[src/rtl/mux4_rr_arbiter_if.sv]
`default_nettype none
// +--------------------------------------------------------------------------+
// | Module  : mux4_rr_arbiter_if                                             |
// | Brief   : Request/grant bundle between four requesters and the arbiter.  |
// | Revision: 1.0 - initial release                                          |
// +--------------------------------------------------------------------------+
interface mux4_rr_arbiter_if;
  logic [3:0] Req;
  logic [3:0] Done;
  logic [3:0] Gnt;
  logic [1:0] Sel;
  logic       Busy;
  logic       Timeout;

  modport master (
    output Req,
    output Done,
    input  Gnt,
    input  Sel,
    input  Busy,
    input  Timeout
  );

  modport slave (
    input  Req,
    input  Done,
    output Gnt,
    output Sel,
    output Busy,
    output Timeout
  );
endinterface
`default_nettype wire

[src/rtl/mux4_rr_arbiter.sv]
`default_nettype none
// +--------------------------------------------------------------------------+
// | Module  : mux4_rr_arbiter                                                |
// | Brief   : Round-robin owner of a shared 4:1 mux; optional hold timeout   |
// |           enabled by defining MUX4_ARB_TIMEOUT_EN.                       |
// | Revision: 1.0 - initial release                                          |
// +--------------------------------------------------------------------------+
module mux4_rr_arbiter #(
  parameter int HOLD_MAX = 8,
  parameter int CNT_W    = 8
) (
  input  logic              Clk,
  input  logic              Rst_n,
  mux4_rr_arbiter_if.slave  bus
);

  typedef enum logic [1:0] {
    S_IDLE  = 2'd0,
    S_GRANT = 2'd1,
    S_GAP   = 2'd2
  } state_t;

  generate
    if (HOLD_MAX < 2 || HOLD_MAX > 255 || (2 ** CNT_W) <= HOLD_MAX) begin : g_param_check
      $error("mux4_rr_arbiter: illegal HOLD_MAX/CNT_W combination");
    end
  endgenerate

  state_t     r_state;
  state_t     w_state_nxt;
  logic [3:0] r_gnt;
  logic [3:0] w_gnt_nxt;
  logic [1:0] r_sel;
  logic [1:0] w_sel_nxt;
  logic       r_busy;
  logic       w_busy_nxt;
  logic       r_timeout;
  logic       w_timeout_nxt;
  logic [1:0] r_ptr;
  logic [1:0] w_ptr_nxt;

  logic [7:0] w_req_dbl;
  logic [3:0] w_req_rot;
  logic [1:0] w_off;
  logic [1:0] w_winner;
  logic       w_release;
  logic       w_expire;

  // Rotate requests so the pointer position becomes bit 0, then pick the lowest set bit.
  always_comb begin
    w_req_dbl = {bus.Req, bus.Req};
    w_req_rot = w_req_dbl[r_ptr +: 4];
    if (w_req_rot[0])      w_off = 2'd0;
    else if (w_req_rot[1]) w_off = 2'd1;
    else if (w_req_rot[2]) w_off = 2'd2;
    else                   w_off = 2'd3;
    w_winner = r_ptr + w_off;
  end

  // r_sel names the owner for the whole GRANT state.
  assign w_release = bus.Done[r_sel] | ~bus.Req[r_sel];

`ifdef MUX4_ARB_TIMEOUT_EN
  logic [CNT_W-1:0] r_cnt;

  always_ff @(posedge Clk) begin
    if (!Rst_n) begin
      r_cnt <= '0;
    end else if (r_state == S_GRANT) begin
      r_cnt <= r_cnt + 1'b1;
    end else begin
      r_cnt <= '0;
    end
  end

  assign w_expire = (r_cnt == CNT_W'(HOLD_MAX - 1)) && !w_release;
`else
  assign w_expire = 1'b0;
`endif

  always_ff @(posedge Clk) begin
    if (!Rst_n) begin
      r_state   <= S_IDLE;
      r_gnt     <= 4'b0000;
      r_sel     <= 2'd0;
      r_busy    <= 1'b0;
      r_timeout <= 1'b0;
      r_ptr     <= 2'd0;
    end else begin
      r_state   <= w_state_nxt;
      r_gnt     <= w_gnt_nxt;
      r_sel     <= w_sel_nxt;
      r_busy    <= w_busy_nxt;
      r_timeout <= w_timeout_nxt;
      r_ptr     <= w_ptr_nxt;
    end
  end

  always_comb begin
    w_state_nxt   = r_state;
    w_gnt_nxt     = r_gnt;
    w_sel_nxt     = r_sel;
    w_busy_nxt    = r_busy;
    w_timeout_nxt = 1'b0;
    w_ptr_nxt     = r_ptr;
    case (r_state)
      S_IDLE: begin
        if (|bus.Req) begin
          w_gnt_nxt   = 4'b0001 << w_winner;
          w_sel_nxt   = w_winner;
          w_busy_nxt  = 1'b1;
          w_state_nxt = S_GRANT;
        end
      end
      S_GRANT: begin
        if (w_release || w_expire) begin
          w_gnt_nxt     = 4'b0000;
          w_busy_nxt    = 1'b0;
          w_ptr_nxt     = r_sel + 2'd1;
          w_timeout_nxt = w_expire;
          w_state_nxt   = S_GAP;
        end
      end
      S_GAP: begin
        w_state_nxt = S_IDLE;
      end
      default: begin
        w_state_nxt = S_IDLE;
      end
    endcase
  end

  assign bus.Gnt     = r_gnt;
  assign bus.Sel     = r_sel;
  assign bus.Busy    = r_busy;
  assign bus.Timeout = r_timeout;

endmodule
`default_nettype wire

[src/flat_wrapper.sv]
// flat-port wrapper written by rule: the top's interface ports become plain ports
module mux4_rr_arbiter_flat 
#(
  parameter int HOLD_MAX = 8,
  parameter int CNT_W    = 8
)
  (Clk, Rst_n, bus_Req, bus_Done, bus_Gnt, bus_Sel, bus_Busy, bus_Timeout);
  mux4_rr_arbiter_if bus_i ();
  input  logic Clk;
  input  logic Rst_n;
  input wire logic [$bits(bus_i.Req)-1:0] bus_Req;
  input wire logic [$bits(bus_i.Done)-1:0] bus_Done;
  output wire logic [$bits(bus_i.Gnt)-1:0] bus_Gnt;
  output wire logic [$bits(bus_i.Sel)-1:0] bus_Sel;
  output wire logic [$bits(bus_i.Busy)-1:0] bus_Busy;
  output wire logic [$bits(bus_i.Timeout)-1:0] bus_Timeout;
  assign bus_i.Req = bus_Req;
  assign bus_i.Done = bus_Done;
  assign bus_Gnt = bus_i.Gnt;
  assign bus_Sel = bus_i.Sel;
  assign bus_Busy = bus_i.Busy;
  assign bus_Timeout = bus_i.Timeout;
  mux4_rr_arbiter #(.HOLD_MAX(HOLD_MAX), .CNT_W(CNT_W)) u_core (.Clk(Clk), .Rst_n(Rst_n), .bus(bus_i));
endmodule
[config.mk]
export PLATFORM = sky130hd
export DESIGN_NAME = mux4_rr_arbiter_flat
export DESIGN_NICKNAME = d
export VERILOG_FILES = /design/src/rtl/mux4_rr_arbiter_if.sv /design/src/rtl/mux4_rr_arbiter.sv /design/src/flat_wrapper.sv
export SDC_FILE = /design/constraint.sdc
export NUM_CORES = 1
export LEC_CHECK = 0
export ABC_AREA = 1
export CORE_MARGIN = 5
export CORE_UTILIZATION = 45
export CTS_BUF_LIST = sky130_fd_sc_hd__clkbuf_16
export DETAILED_ROUTE_END_ITERATION = 16
export HOLD_SLACK_MARGIN = 0.02
export PLACE_DENSITY = 0.83
export SLEW_MARGIN = 40
export SYNTH_ARGS = -nofsm -noshare
export SYNTH_HDL_FRONTEND = slang
export SYNTH_SLANG_ARGS = --single-unit
[constraint.sdc]
create_clock -name Clk -period 1.65 [get_ports Clk]
set_input_delay 0.165 -clock Clk [delete_from_list [all_inputs] [get_ports Clk]]
set_output_delay 0.165 -clock Clk [all_outputs]
set_load 0.1 [all_outputs]
==> flow_metrics.tcl, run 1 <==
set metrics [dict create \
    status "finished with violations" \
    violations "negative setup slack" \
    endpoint_kind "flip-flop" \
    design.core.area_um2 1334 \
    crit_slowest_cell "dfxtp_4" \
    pwr_density_cell_nw_per_um2 1749 \
    num_rows 13 \
    layout_commonest_cell "buf_4" \
    grtUsageMet2 0.3802 \
    pin_count 18 \
    clk_pin_slew_ps 40 \
    finalHoldWorstSlack_ps 503.8 \
    fp.dieH_um 48.17 \
    cp_num_buf_inv 3 \
    synth_cell_type_count 22 \
    p_sw_uw 900.4 \
    final_core_util 0.8433 \
    ys_seq_area_frac 0.3359 \
    drtIter0Drc 51 \
    critPathMaxFanout 6 \
    crit_arrival_ps 1820 \
    die_w_um 48.17 \
    drive_gt1_frac 0.4472 \
    p_sw_frac 0.4576 \
    required_ps 1760 \
    final_nets 135 \
    grt_pass1_vias 758 \
    ctsHtreeMaxLevel 1 \
    grt_pass1_wl_um 3463 \
    synthCells 93 \
    root_buffer "clkbuf_16" \
    max_freq_mhz 586.5 \
    tns_ps -60.57 \
    power.internal_mw 1.067 \
    place.port_buffers 16 \
    placed_cell_area_um2 940.9 \
    grt_setup_unrepaired "yes" \
    avgSynthCellArea_um2 7.050 \
    layout_common_cells "11 x buf_4, 10 x inv_1, 9 x nand2_1" \
    gp_congestion 0.8593 \
    period_share 1.033 \
    dpl_worst_slack_ps -265.9 \
    use_met1 0.2662 \
    instances_no_fill 138 \
    fillers 80 \
    min_period_ps 1705 \
    finalHoldViolCount 0 \
    syn_nets 104 \
    report.final.slew_viol_count 0 \
    grt_overflow_total 0 \
    critical_path.top_delay_family "compound AO/OA/AOI/OAI gates" \
    power.share.sequential 0.217 \
    ys_warn_count 0 \
    dieArea_um2 2320 \
    final_cell_area_um2 1125 \
    drc 0 \
    grt_max_degree 11 \
    cp-start-kind "flip-flop" \
    grt_most_used_layer "met2" \
    clkPwrFrac 0.218 \
    cts_tree "done" \
    synth_area_um2 655.6 \
    max-clock-path-buffers 2 \
    clock_insertion_delay_worst_skew_ps 240 \
    fin_skew_ps 1.882 \
    crit_chain "buf_6, nand2_2, nand2_2, nor2_2, o31ai_2, ha_2, inv_2, nand2_4, nand3_2, o211ai_1, inv_1" \
    gr-usage-met3 0.05535 \
    syn2layout_area_growth_pct 71.57 \
    wl_um 2305 \
    drt_pre_antenna_iters 7 \
    viasPerCell 5.761 \
    worst-setup-path-type "reg2reg" \
    dp_hpwl_um 1322 \
    antenna_found_initial 0 \
    leakagePower_nw 0.5164 \
    cts_buffers 3 \
    dp_cells 129 \
    grtUsageTotal 0.2236 \
    antennaDiodeCount 0 \
    totalPowerFinal_mw 1.968 \
    cap_viol_max_count 0 \
    vdd_ir_drop_max_v 0.001087 \
    hold_class "reg2reg" \
    cpPeakStageDelay_ps 370 \
    detail-route-antenna-nets 0 \
    setup_viol 2 \
    crit_path_frequent_cell "nand2_2" \
    vias 795 \
    setup_slack_ps -54.97 \
    wl_per_cell_um 16.70 \
    clock_sinks 11 \
    ys_ff_latch 11 \
    combPwrFrac 0.565 \
    start_util 0.4916 \
]
## metal layers
| metal | share of wire | up-vias | wire length [um] |
|---|---|---|---|
| met5 | 0 | - | 0 |
| met3 | 0.069 | 11 | 158 |
| met4 | 0.031 | 0 | 72 |
| li1 | - | 371 | - |
| met1 | 0.39 | 371 | 893 |
| met2 | 0.51 | 42 | 1180 |
## worst register-to-register path, stage by stage, from the launching register on
cell and delay (ps):
dfxtp_4 370, buf_6 130, nand2_2 50, nand2_2 60, nor2_2 40, o31ai_2 240, ha_2 250, inv_2 60
nand2_4 80, nand3_2 80, o211ai_1 150, inv_1 80
## cells by family after synthesis
logic type | share of synthesized area
flip-flops | 0.3359
other | 0.005720
buffers and inverters | 0.1145
AND/OR/NAND/NOR | 0.3530
adder cells (fa/ha/maj) | 0.01908
AO/OA/AOI/OAI | 0.1584
XOR/XNOR | 0.01336
## power groups by stage
stage	registers, mW	logic [mW]	clock network, mW
global route	0.435	1.16	0.463
detailed placement	0.425	0.932	0
finish	0.428	1.11	0.429
floorplan	0.698	0.337	0
CTS	0.424	1.05	0.436
global placement	0.421	0.912	0
## path summary, 6_finish.rpt
path	startpoint	endpoint	slack (ps)	cells after the start
hold / removal	u_core.bus.Busy$_SDFFE_PN0P_	u_core.bus.Busy$_SDFFE_PN0P_	500	2
setup reg to reg	u_core.r_ptr[0]$_SDFFE_PN0P_	u_core.bus.Sel[1]$_SDFFE_PN0P_	-50	11
setup / recovery	u_core.r_ptr[0]$_SDFFE_PN0P_	u_core.bus.Sel[1]$_SDFFE_PN0P_	-50	11
hold reg to reg	u_core.bus.Busy$_SDFFE_PN0P_	u_core.bus.Busy$_SDFFE_PN0P_	500	2
## state kept, by name, summed over array words and instances (netlist names)
register	cells
u_core.r_ptr	2
u_core.bus.Gnt	4
u_core.bus.Busy	1
u_core.bus.Sel	2
u_core.r_state	2
## synthesized netlist by cell type
| cell | instances | area, um^2 |
|---|---|---|
| inv_1 | 15 | 56.30 |
| dfxtp_1 | 11 | 220.2 |
| buf_6 | 1 | 11.26 |
| nand2_4 | 1 | 11.26 |
| nand2_2 | 4 | 25.02 |
| nand4_1 | 4 | 25.02 |
| o31ai_1 | 1 | 7.510 |
| buf_4 | 1 | 7.510 |
| nand3_2 | 2 | 20.02 |
| nand3_1 | 10 | 50.05 |
| nor2_2 | 2 | 12.51 |
| o211ai_1 | 3 | 22.52 |
| nor2_1 | 5 | 18.77 |
| conb_1 | 1 | 3.750 |
| o21ai_0 | 4 | 20.02 |
| nand3b_1 | 2 | 15.01 |
| o21ai_2 | 1 | 8.760 |
| ha_1 | 1 | 12.51 |
| nor3_1 | 1 | 5.000 |
| nand2_1 | 13 | 48.80 |
| xor2_1 | 1 | 8.760 |
| a21oi_1 | 9 | 45.04 |
## layout make-up
cell class | count | area [um^2] | area share
tap | 15 | 18.77 | 0.01669
timing repair buffer | 28 | 324.1 | 0.2881
clock inverter | 1 | 3.754 | 0.003337
inverter | 15 | 56.30 | 0.05006
multi-input combinational | 65 | 419.2 | 0.3726
clock buffer | 3 | 75.07 | 0.06674
sequential | 11 | 227.7 | 0.2024
## what timing repair did
item / CTS / global route
endpoints found under the setup margin: 6 / 6
hold buffers: 0 / 0
pin swaps: 8 / 8
resized for setup: 21 / 10
setup buffers: 3 / 2
cloned: 0 / 0
Power figures use the tool's default switching activity.
==> run 2: changes to the inputs <==
- PLACE_DENSITY: 0.83 -> 0.76
==> run 2 against run 1 <==
  * The flow still finishes with violations (negative setup slack)
  * Count of clock-buffer cells in the layout did not move
  * Critical path depth down 3
  * Sequential share of layout area is 0.51 points higher
  * Clock power rose by 3%
  * Global-route usage decreased by 3.2 points
  * Combinational power shrank 5%
  * Fmax grew 2.1%
  * Via count decreased by 8.8%
  * Core utilization decreased by 2.1 points
  * Sequential cell count unchanged
  * Wire length shrank 13%
  * Setup slack improved by 35 ps
==> flow_metrics.tcl, run 2 (same netlist as run 1, synthesis figures left out) <==
set metrics [dict create \
    antennaDiodeCount 0 \
    endpoint_kind "flip-flop" \
    pwr_density_cell_nw_per_um2 1754 \
    dp_hpwl_um 1359 \
    required_ps 1770 \
    critPathMaxFanout 6 \
    drt_pre_antenna_iters 4 \
    clock_insertion_delay_worst_skew_ps 240 \
    layout_commonest_cell "nand2_1" \
    design.core.area_um2 1334 \
    drtIter0Drc 12 \
    status "finished with violations" \
    setup_slack_ps -19.91 \
    grt_max_degree 11 \
    setup_viol 2 \
    cts_buffers 3 \
    dieArea_um2 2320 \
    vdd_ir_drop_max_v 0.001002 \
    detail-route-antenna-nets 0 \
    root_buffer "clkbuf_16" \
    antenna_found_initial 0 \
    fin_skew_ps 1.138 \
    cp_num_buf_inv 2 \
    totalPowerFinal_mw 1.925 \
    dr_wl_met2_um 1048 \
    final_nets 134 \
    critical_path.top_delay_family "compound AO/OA/AOI/OAI gates" \
    period_share 1.012 \
    min_period_ps 1670 \
    grt_setup_unrepaired "yes" \
    wl_per_cell_um 14.67 \
    final_core_util 0.8227 \
    grt_overflow_total 0 \
    max-clock-path-buffers 2 \
    drive_gt1_frac 0.3852 \
    wl_met1_um 895 \
    vias 725 \
    place.port_buffers 16 \
    clk_pin_slew_ps 40 \
    finalHoldWorstSlack_ps 517.8 \
    crit_chain "buf_6, o21ai_4, o21ai_2, o31ai_2, ha_2, buf_4, nand4_1, a21oi_1" \
    largest_reg_flops 4 \
    gp_congestion 0.8400 \
    pin_count 18 \
    clock_sinks 11 \
    report.final.slew_viol_count 0 \
    drc 0 \
    worst-setup-path-type "reg2reg" \
    leakagePower_nw 0.5035 \
    start_util 0.4916 \
    reg2reg_slack_ps -20 \
    max_freq_mhz 598.8 \
    wl_met3_um 56 \
    die_w_um 48.17 \
    ctsHtreeMaxLevel 1 \
    cts_tree "done" \
    top_layer_used "met4" \
    hold_class "reg2reg" \
    fp.dieH_um 48.17 \
    cap_viol_max_count 0 \
    crit_arrival_ps 1790 \
    syn2layout_area_growth_pct 67.37 \
    grtUsageTotal 0.1914 \
    wl_um 2010 \
    viasPerCell 5.292 \
    grt_pass1_vias 699 \
    finalHoldViolCount 0 \
    cp-start-kind "flip-flop" \
    crit_slowest_cell "dfxtp_4" \
    violations "negative setup slack" \
    grt_pass1_wl_um 3105 \
    layout_common_cells "13 x nand2_1, 11 x inv_1, 10 x buf_4" \
    fillers 83 \
    cpPeakStageDelay_ps 360 \
    num_rows 13 \
]
[run 2: cell types whose count changed in the layout (fill, tap and decap cells not counted), sizes merged]
cell / previous run / this run
clkinv: 0 / 1
buf: 19 / 18
clkdlybuf4s50: 6 / 5
dlygate4sd2: 2 / 3
inv: 16 / 15
[run 2: layout make-up]
cell class	instances	area (um^2)	area share
Clock buffer	3	75.07	0.06842
Tap cell	15	18.77	0.01710
Multi-Input combinational cell	65	399.1	0.3637
Sequential cell	11	227.7	0.2075
Inverter	15	56.30	0.05131
Clock inverter	1	5.005	0.004561
Timing Repair Buffer	27	315.3	0.2873
[run 2: what timing repair did]
action / CTS / global route
hold buffers: 0 / 0
resized for setup: 14 / 10
setup buffers: 1 / 2
pin swaps: 6 / 10
endpoints found under the setup margin: 6 / 6
[run 2: layer usage]
layer  track usage  up-vias
met5             0        -
met4       0.04839        0
met3       0.05535        2
met2        0.3307        9
met1        0.2306      348
li1              -      366
[run 2: worst reg2reg max path: cells and delay by family, from the launching register on]
family | cells | cell delay (ps)
compound gates | 4 | 480
flops | 1 | 360
fa+ha+maj | 1 | 340
buf+inv | 2 | 280
simple gates | 1 | 80
[run 2: final timing paths]
kind	cells after the start	startpoint	endpoint
setup / recovery	8	u_core.r_ptr[0]$_SDFFE_PN0P_	u_core.bus.Gnt[1]$_SDFFE_PN0P_
hold / removal	2	u_core.bus.Gnt[1]$_SDFFE_PN0P_	u_core.bus.Gnt[1]$_SDFFE_PN0P_
setup reg to reg	8	u_core.r_ptr[0]$_SDFFE_PN0P_	u_core.bus.Gnt[1]$_SDFFE_PN0P_
hold reg to reg	2	u_core.bus.Gnt[1]$_SDFFE_PN0P_	u_core.bus.Gnt[1]$_SDFFE_PN0P_
[run 2: where the power goes]
group	total, mW	internal [mW]	switching, mW
Sequential	0.429	0.339	0.0898
Combinational	1.06	0.400	0.655
Clock	0.440	0.321	0.120
Total	1.92	1.06	0.865
[run 2: metrics by stage]
step                area (um^2)  setup TNS [ps]  instances  worst slack (ps)
finish                     1097          -32.87        137            -19.91
global route               1097          -296.8        137            -77.70
detailed placement        948.4           -1347        130            -279.9
CTS                        1051               0        135             4.375
global placement          948.4          -992.9        130            -192.9
floorplan                 658.1               0         93             104.8
